<file path="src/rtl/einstein_irq_ctrl.sv">
// Mode-2 interrupt controller for the Einstein non-CTC sources.
// It captures source edges, masks them, and sits below the CTC daisy chain in priority.
module einstein_irq_ctrl #(
  parameter int unsigned NSRC     = 4,
  parameter logic [7:0]  VEC_BASE = 8'h00
) (
  input  logic            clk_sys,
  input  logic            reset,
  input  logic [NSRC-1:0] i_src_n,
  input  logic            i_mask_wr,
  input  logic [2:0]      i_mask_sel,
  input  logic            i_mask_din,
  input  logic            i_clr_wr,
  input  logic [NSRC-1:0] i_clr_bits,
  input  logic            i_m1_n,
  input  logic            i_iorq_n,
  input  logic            i_ctc_int_n,
  input  logic            i_ctc_ieo,
  output logic            o_int_n,
  output logic            o_vec_oe,
  output logic [7:0]      o_vec,
  output logic [NSRC-1:0] o_pending,
  output logic            o_ack
);

  typedef enum logic [1:0] {
    S_IDLE   = 2'd0,
    S_ASSERT = 2'd1,
    S_ACK    = 2'd2,
    S_DONE   = 2'd3
  } state_t;

  state_t          r_state;
  state_t          w_nxt;
  logic [NSRC-1:0] r_src_prev;
  logic [NSRC-1:0] r_pending;
  logic [NSRC-1:0] r_mask;
  logic            r_inta;
  logic            r_inta_prev;
  logic [2:0]      r_act;
  logic            r_rearm;
  logic            r_int_n;
  logic            r_vec_oe;
  logic [7:0]      r_vec;
  logic            r_ack;

  logic [NSRC-1:0] w_edge;
  logic [NSRC-1:0] w_elig;
  logic            w_any;
  logic            w_inta_rise;
  logic [2:0]      w_win;
  logic            w_act_edge;

  assign w_edge      = r_src_prev & ~i_src_n;
  assign w_elig      = r_pending & ~r_mask;
  assign w_any       = |w_elig;
  assign w_inta_rise = r_inta & ~r_inta_prev;

  // Lowest eligible index wins; the edge on the source being acknowledged is tracked separately.
  always_comb begin
    w_win      = 3'd0;
    w_act_edge = 1'b0;
    for (int i = int'(NSRC) - 1; i >= 0; i--) begin
      if (w_elig[i]) w_win = 3'(i);
    end
    for (int i = 0; i < int'(NSRC); i++) begin
      if (r_act == 3'(i) && w_edge[i]) w_act_edge = 1'b1;
    end
  end

  always_comb begin
    w_nxt = r_state;
    case (r_state)
      S_IDLE:   if (w_any && i_ctc_ieo && i_ctc_int_n) w_nxt = S_ASSERT;
      S_ASSERT: begin
        if (w_inta_rise)                 w_nxt = S_ACK;
        else if (!w_any || !i_ctc_ieo)   w_nxt = S_IDLE;
      end
      S_ACK:    if (!r_inta) w_nxt = S_DONE;
      S_DONE:   w_nxt = S_IDLE;
      default:  w_nxt = S_IDLE;
    endcase
  end

  always_ff @(posedge clk_sys or posedge reset) begin
    if (reset) r_state <= S_IDLE;
    else       r_state <= w_nxt;
  end

  // Outputs follow the next state so they line up with the state they describe.
  always_ff @(posedge clk_sys or posedge reset) begin
    if (reset) begin
      r_int_n     <= 1'b1;
      r_vec_oe    <= 1'b0;
      r_vec       <= VEC_BASE;
      r_ack       <= 1'b0;
      r_act       <= 3'd0;
      r_rearm     <= 1'b0;
      r_inta      <= 1'b0;
      r_inta_prev <= 1'b0;
      r_src_prev  <= '0;
    end else begin
      r_int_n     <= ~(w_nxt == S_ASSERT || w_nxt == S_ACK) & i_ctc_int_n;
      r_vec_oe    <= (w_nxt == S_ACK);
      r_ack       <= (w_nxt == S_DONE);
      r_inta      <= ~i_m1_n & ~i_iorq_n;
      r_inta_prev <= r_inta;
      r_src_prev  <= i_src_n;
      if (r_state == S_ASSERT && w_nxt == S_ACK) begin
        r_vec <= VEC_BASE | 8'({w_win, 1'b0});
        r_act <= w_win;
      end
      if (r_state == S_IDLE)               r_rearm <= 1'b0;
      else if (r_state == S_ACK && w_act_edge) r_rearm <= 1'b1;
    end
  end

  // A fresh edge beats the acknowledge clear, which in turn beats a software clear.
  always_ff @(posedge clk_sys or posedge reset) begin
    if (reset) begin
      r_pending <= '0;
      r_mask    <= '1;
    end else begin
      for (int i = 0; i < int'(NSRC); i++) begin
        if (w_edge[i])
          r_pending[i] <= 1'b1;
        else if (r_state == S_DONE && r_act == 3'(i) && !r_rearm)
          r_pending[i] <= 1'b0;
        else if (i_clr_wr && i_clr_bits[i])
          r_pending[i] <= 1'b0;
        if (i_mask_wr && i_mask_sel == 3'(i))
          r_mask[i] <= i_mask_din;
      end
    end
  end

  assign o_int_n   = r_int_n;
  assign o_vec_oe  = r_vec_oe;
  assign o_vec     = r_vec;
  assign o_pending = r_pending;
  assign o_ack     = r_ack;

endmodule

</file>
<file path="config.mk">
export PLATFORM = sky130hd
export DESIGN_NAME = einstein_irq_ctrl
export DESIGN_NICKNAME = d
export VERILOG_FILES = /design/src/rtl/einstein_irq_ctrl.sv
export SDC_FILE = /design/constraint.sdc
export NUM_CORES = 1
export LEC_CHECK = 0
export ABC_AREA = 1
export CAP_MARGIN = 20
export CORE_MARGIN = 2
export CORE_UTILIZATION = 35
export DETAILED_ROUTE_END_ITERATION = 8
export PLACE_DENSITY = 0.62
export SETUP_SLACK_MARGIN = 0.05
export SLEW_MARGIN = 20
export SYNTH_ARGS = -nofsm -noshare
export SYNTH_HDL_FRONTEND = slang
export SYNTH_SLANG_ARGS = --single-unit
</file>
<file path="constraint.sdc">
create_clock -name clk_sys -period 1.9 [get_ports clk_sys]
set_input_delay 0.38 -clock clk_sys [delete_from_list [all_inputs] [get_ports clk_sys]]
set_output_delay 0.38 -clock clk_sys [all_outputs]
set_load 0.005 [all_outputs]
</file>
Word-level counts from Yosys, hierarchy flattened:

Index checks and enable logic that the tools add are counted.

* reduce and logical (&&, ||, !) cells: 38
* bitwise logic cells: 11
* eq/ne operators: 12
* multiplexer cells: 27

Operators with widths (count)
* logical AND 1 bit: 24
* two-way mux 1 bit: 18
* == test 3 x 2 -> 1 bit, second input constant: 4
* two-way mux 2 bit: 6
* nonzero test 3 bit: 4
* bitwise AND 4 bit: 2
* == test 2 bit, second input constant: 4
* inverter 4 bit: 2
* case mux 2 bit (4 select lines): 1
* == test 3 x 1 -> 1 bit, second input constant: 2
* zero test 3 bit: 2
* two-way mux 3 bit: 2
* == test 2 x 1 -> 1 bit, second input constant: 2
* inverter 1 bit: 4
* OR reduction 4 bit: 1
* bitwise AND 1 bit: 3
* zero test 1 bit: 3
* zero test 2 bit: 1
* logical OR 1 bit: 2
* nonzero test 2 bit: 1

* bits of input ports: 20
* word-level logic and storage cells: 105
* flip-flop bits (word level): 23
* output and inout bits: 15

Longest topological paths before layout:

* word-level depth: 12
* gate-level depth with buffers: 13
* mapped depth without buffers: 13

Worst setup path after synthesis:

Ideal clock, no wire load.

* path kind: register -> register
* from: reg r_mask[1]
* to: reg r_vec[1] (netlist: o_vec[1])
* period minus slack after synthesis: 1.446 ns
* stages on the path, launching flop included: 14
* buffers on the path: 0
* required time: 1.817 ns
* arrival time: 1.364 ns
* setup slack: 0.454 ns
* cell sequence: dfstp_2 -> inv_1 -> nand2_1 -> nand2_1 -> inv_1 -> nand2_1 -> nand3_1 -> nand2_1 -> inv_1 -> ha_1 -> inv_1 -> nor2_4 -> nand3_1 -> o21ai_0

* longest elaborated chain between the ends: 10

Ends and longest elaborated chain
* start: declaration: RTL line 37 `logic [NSRC-1:0] r_mask;`
* start signal: indexed assignment: RTL line 132 `r_mask[i] <= i_mask_din;`
* inverter 4 bit *: RTL line 55 `assign w_elig = r_pending & ~r_mask;`
* bitwise AND 4 bit *: RTL line 55
* OR reduction 4 bit *: RTL line 56 `assign w_any = |w_elig;`
* zero test 1 bit: RTL line 77 `else if (!w_any || !i_ctc_ieo) w_nxt = S_IDLE;`
* logical OR 1 bit: RTL line 77
* two-way mux 2 bit: RTL line 77
* two-way mux 2 bit: RTL line 76 `if (w_inta_rise) w_nxt = S_ACK;`
* case mux 2 bit (4 select lines) *: RTL line 73 `case (r_state)`
* via w_nxt[0]: RTL line 34 `state_t w_nxt;`
* == test 2 bit *: RTL line 109 `if (r_state == S_ASSERT && w_nxt == S_ACK) begin`
* logical AND 1 bit *: RTL line 109
* end signal: assignment: RTL line 110 `r_vec <= VEC_BASE | 8'({w_win, 1'b0});`
* end: declaration: RTL line 44 `logic [7:0] r_vec;`

The timed path passes the listed nets; every way through them passes the cells marked *.
A chain may end at the register's enable or synchronous reset.

Worst setup path after layout:

* from: reg r_vec[1] (netlist: o_vec[1])
* to: out o_vec[1]

RTL lines
* end: declaration: RTL line 21 `output logic [7:0] o_vec,`

No word-level cell between the ends.

==> metrics.cfg <==
[yosys]
seq_area_frac_synth_pct=53.2
synth_edf_count=0
yosysMostFrequentCell=nand2_1
synth_simple_gate_area_share_pct=24.4
syn-cell-area_sq_mm=0.00105
synth_top_area_share_pct=40.6
synth_xor_area_share_pct=0
synthAdderAreaFrac_pct=2.39
synth.area.mux_share_pct=0
synth_common_cells=nand2_1 (30), inv_1 (23), dfrtp_1 (17)
ys_ff_latch=22
synth-compound-area-share_pct=6.45
yosys.area.top_type=dfrtp_1
synthTopCellsByArea=dfrtp_1 (41%), dfstp_2 (13%), nand2_1 (11%)
avgSynthCellArea_sq_um=8.25
synth_top_family_by_area=simple AND/OR/NAND/NOR gates
synthCells=127
synth_cell_types=18
ys.flop_type=dfrtp_1
synth-async-reset-ratio_pct=100
ys_warn_count=0

[cts]
post-cts-setup-buffers=0
clk_pin_slew_worst_paths_ns=0.12
cts-root-buf=clkbuf_4
cts_made_buffers=3
cts_resized=0
clock_sinks=22
holdBufCountCts=0
h-tree-depth=1
clockBufferDepth=2
insertion_delay_ns=0.31
cts_tree=yes

[sta]
rsz0062_at_grt=false
setup_tns_ns=0
period_share_pct=91.4
maxSlewViolCount=0
setup_viol=0
timing_hold_violations_final=0
clock_skew_ns=0.00350
timing.fmax_mhz=576
min_period_ns=1.74

[layout]
final_area_sq_mm=0.00139
fin_nets=182
drive_above_1_share_pct=9.43
n_antenna_cell=0
area_growth_pct=32.5

[drt]
first_pass_iters=8
wirelength_um=2080
avgViaCountPerCell=4.52
wire_per_inst_um=10.9
drcViolationCount=5
via_count=859
ant_nets=0
drtIter0Drc=23

[global_route]
grt_pass1_vias=828
grt_use_met1_pct=18.8
grt_max_degree=23
grt_usage_pct=14.0
gr-usage-met2_pct=22.2
grt_pass1_wl_um=3560
grt_overflow=0
use_met3_pct=2.42
grt_antenna_before_repair=0
grt-busiest-layer=met2

[worst_setup_path]
worstPathMaxFanout=8
critPathBufInv=1
cp_top_family=buffers and inverters
worstSetupPathType=flop to output pin
regToRegSetupSlack_ns=0.29
r2r_cells=13
cp_slowest_cell=clkdlybuf4s50_1
path_depth=1
setup.worst_path.end_class=output pin
cp_data_required_time_ns=1.52
critPathMaxStageDelay_ns=0.56
crit_chain=clkdlybuf4s50_1
startpoint_type=flop
crit_arrival_ns=1.36

[run]
cap_violations=0

[place]
dp_hpwl_um=1680
dpl_cell_area_sq_mm=0.00135
place.gp.congestion=0.749
numPortBuffers=28

[floorplan]
core_area_sq_mm=0.00281
start_util_pct=37.3
die_h_um=58.7
pin_count=35
die_area_sq_mm=0.00345
fp-row-count=19
die_w_um=58.7

[power]
irDropWorstVdd_uv=454
p_leak_nw=0.687
pwr_density_cell_mw_per_mm2=1040

[status]
violations=DRC
outcome=finished with violations

[min_path]
min_path_type=input pin to asynchronous set/reset pin

## layout make-up
cell class                      count  area, sq um
Tap cell                           31         38.8
Timing Repair Buffer               29          288
Inverter                           25         93.8
Fill cell                         279         1420
Sequential cell                    22          557
Multi-Input combinational cell     79          374
Clock buffer                        4         36.3
## flip-flops by register name, indices dropped and copies added, names as in the netlist
name	count
r_state	2
o_ack	1
o_vec_oe	1
o_pending	4
r_mask	4
r_inta_prev	1
o_vec	2
r_rearm	1
o_int_n	1
r_src_prev	4
r_inta	1
## layer usage
layer | vias to the layer above | wire [um]
li1 | 444 | -
met1 | 386 | 936
met2 | 29 | 994
met3 | 0 | 145
met4 | 0 | 0
met5 | - | 0
## metrics by stage
stage / std cells / hold slack, ns / total power (W) / utilization (%) / setup WS [ns]
floorplan: 132 / 0.366 / 0.000964 / - / 0.454
global placement: 186 / 0.385 / 0.00118 / 48.0 / 0.141
detailed placement: 186 / 0.391 / 0.00119 / 48.0 / 0.0944
CTS: 190 / 0.388 / 0.00145 / 49.3 / 0.143
global route: 190 / 0.395 / 0.00158 / 49.5 / 0.0561
finish: 190 / 0.391 / 0.00144 / 49.5 / 0.163
## layout by cell type, fill, tap and decap left out
| cell | n |
|---|---|
| buf_4 | 1 |
| clkbuf_4 | 3 |
| clkbuf_8 | 1 |
| clkdlybuf4s50_1 | 28 |
| conb_1 | 6 |
| dfrtp_1 | 17 |
| dfstp_2 | 5 |
| ha_1 | 2 |
| inv_1 | 23 |
| inv_2 | 2 |
| nand2_1 | 30 |
| nand3_1 | 11 |
| nand4_1 | 1 |
| nor2_1 | 10 |
| nor2_2 | 1 |
| nor2_4 | 1 |
| nor3_1 | 4 |
| o21ai_0 | 6 |
| o21ai_2 | 1 |
| o21bai_1 | 1 |
| o22ai_1 | 4 |
| or2_1 | 1 |
## worst register-to-register path, stage by stage, from the launching register on
cell     delay (ns)
dfstp_2        0.55
inv_1          0.04
nand2_1        0.07
nand2_1        0.09
inv_1          0.06
nand2_1        0.05
nand3_1        0.06
nand2_1        0.09
inv_1          0.07
ha_1           0.15
inv_1          0.07
nor2_4         0.11
nand3_1        0.08
o21ai_0        0.07
## kinds of logic (layout without fill, tap and decap cells)
logic type,Yosys count,in the layout
fa+ha+maj,2,2
flops,22,22
buf+inv,31,58
compound gates,12,12
simple gates,59,59
other cells,1,6
## where the power goes
group | switching [W] | internal (W)
Clock | 0.000136 | 0.000117
Combinational | 0.000246 | 0.000249
Sequential | 0.0000960 | 0.000592
Total | 0.000478 | 0.000958
## worst paths after layout
path,startpoint,endpoint
max,o_vec[1]$_DFFE_PP0P_,o_vec[1]
min,reset,o_ack$_DFF_PP0_
max reg2reg,r_mask[2]$_DFFE_PP1P_,o_vec[1]$_DFFE_PP0P_
min reg2reg,r_inta$_DFF_PP0_,r_inta_prev$_DFF_PP0_
max in group asynchronous,reset,r_mask[3]$_DFFE_PP1P_
min in group clk_sys,r_inta$_DFF_PP0_,r_inta_prev$_DFF_PP0_
(Power assumes the default switching activity.)
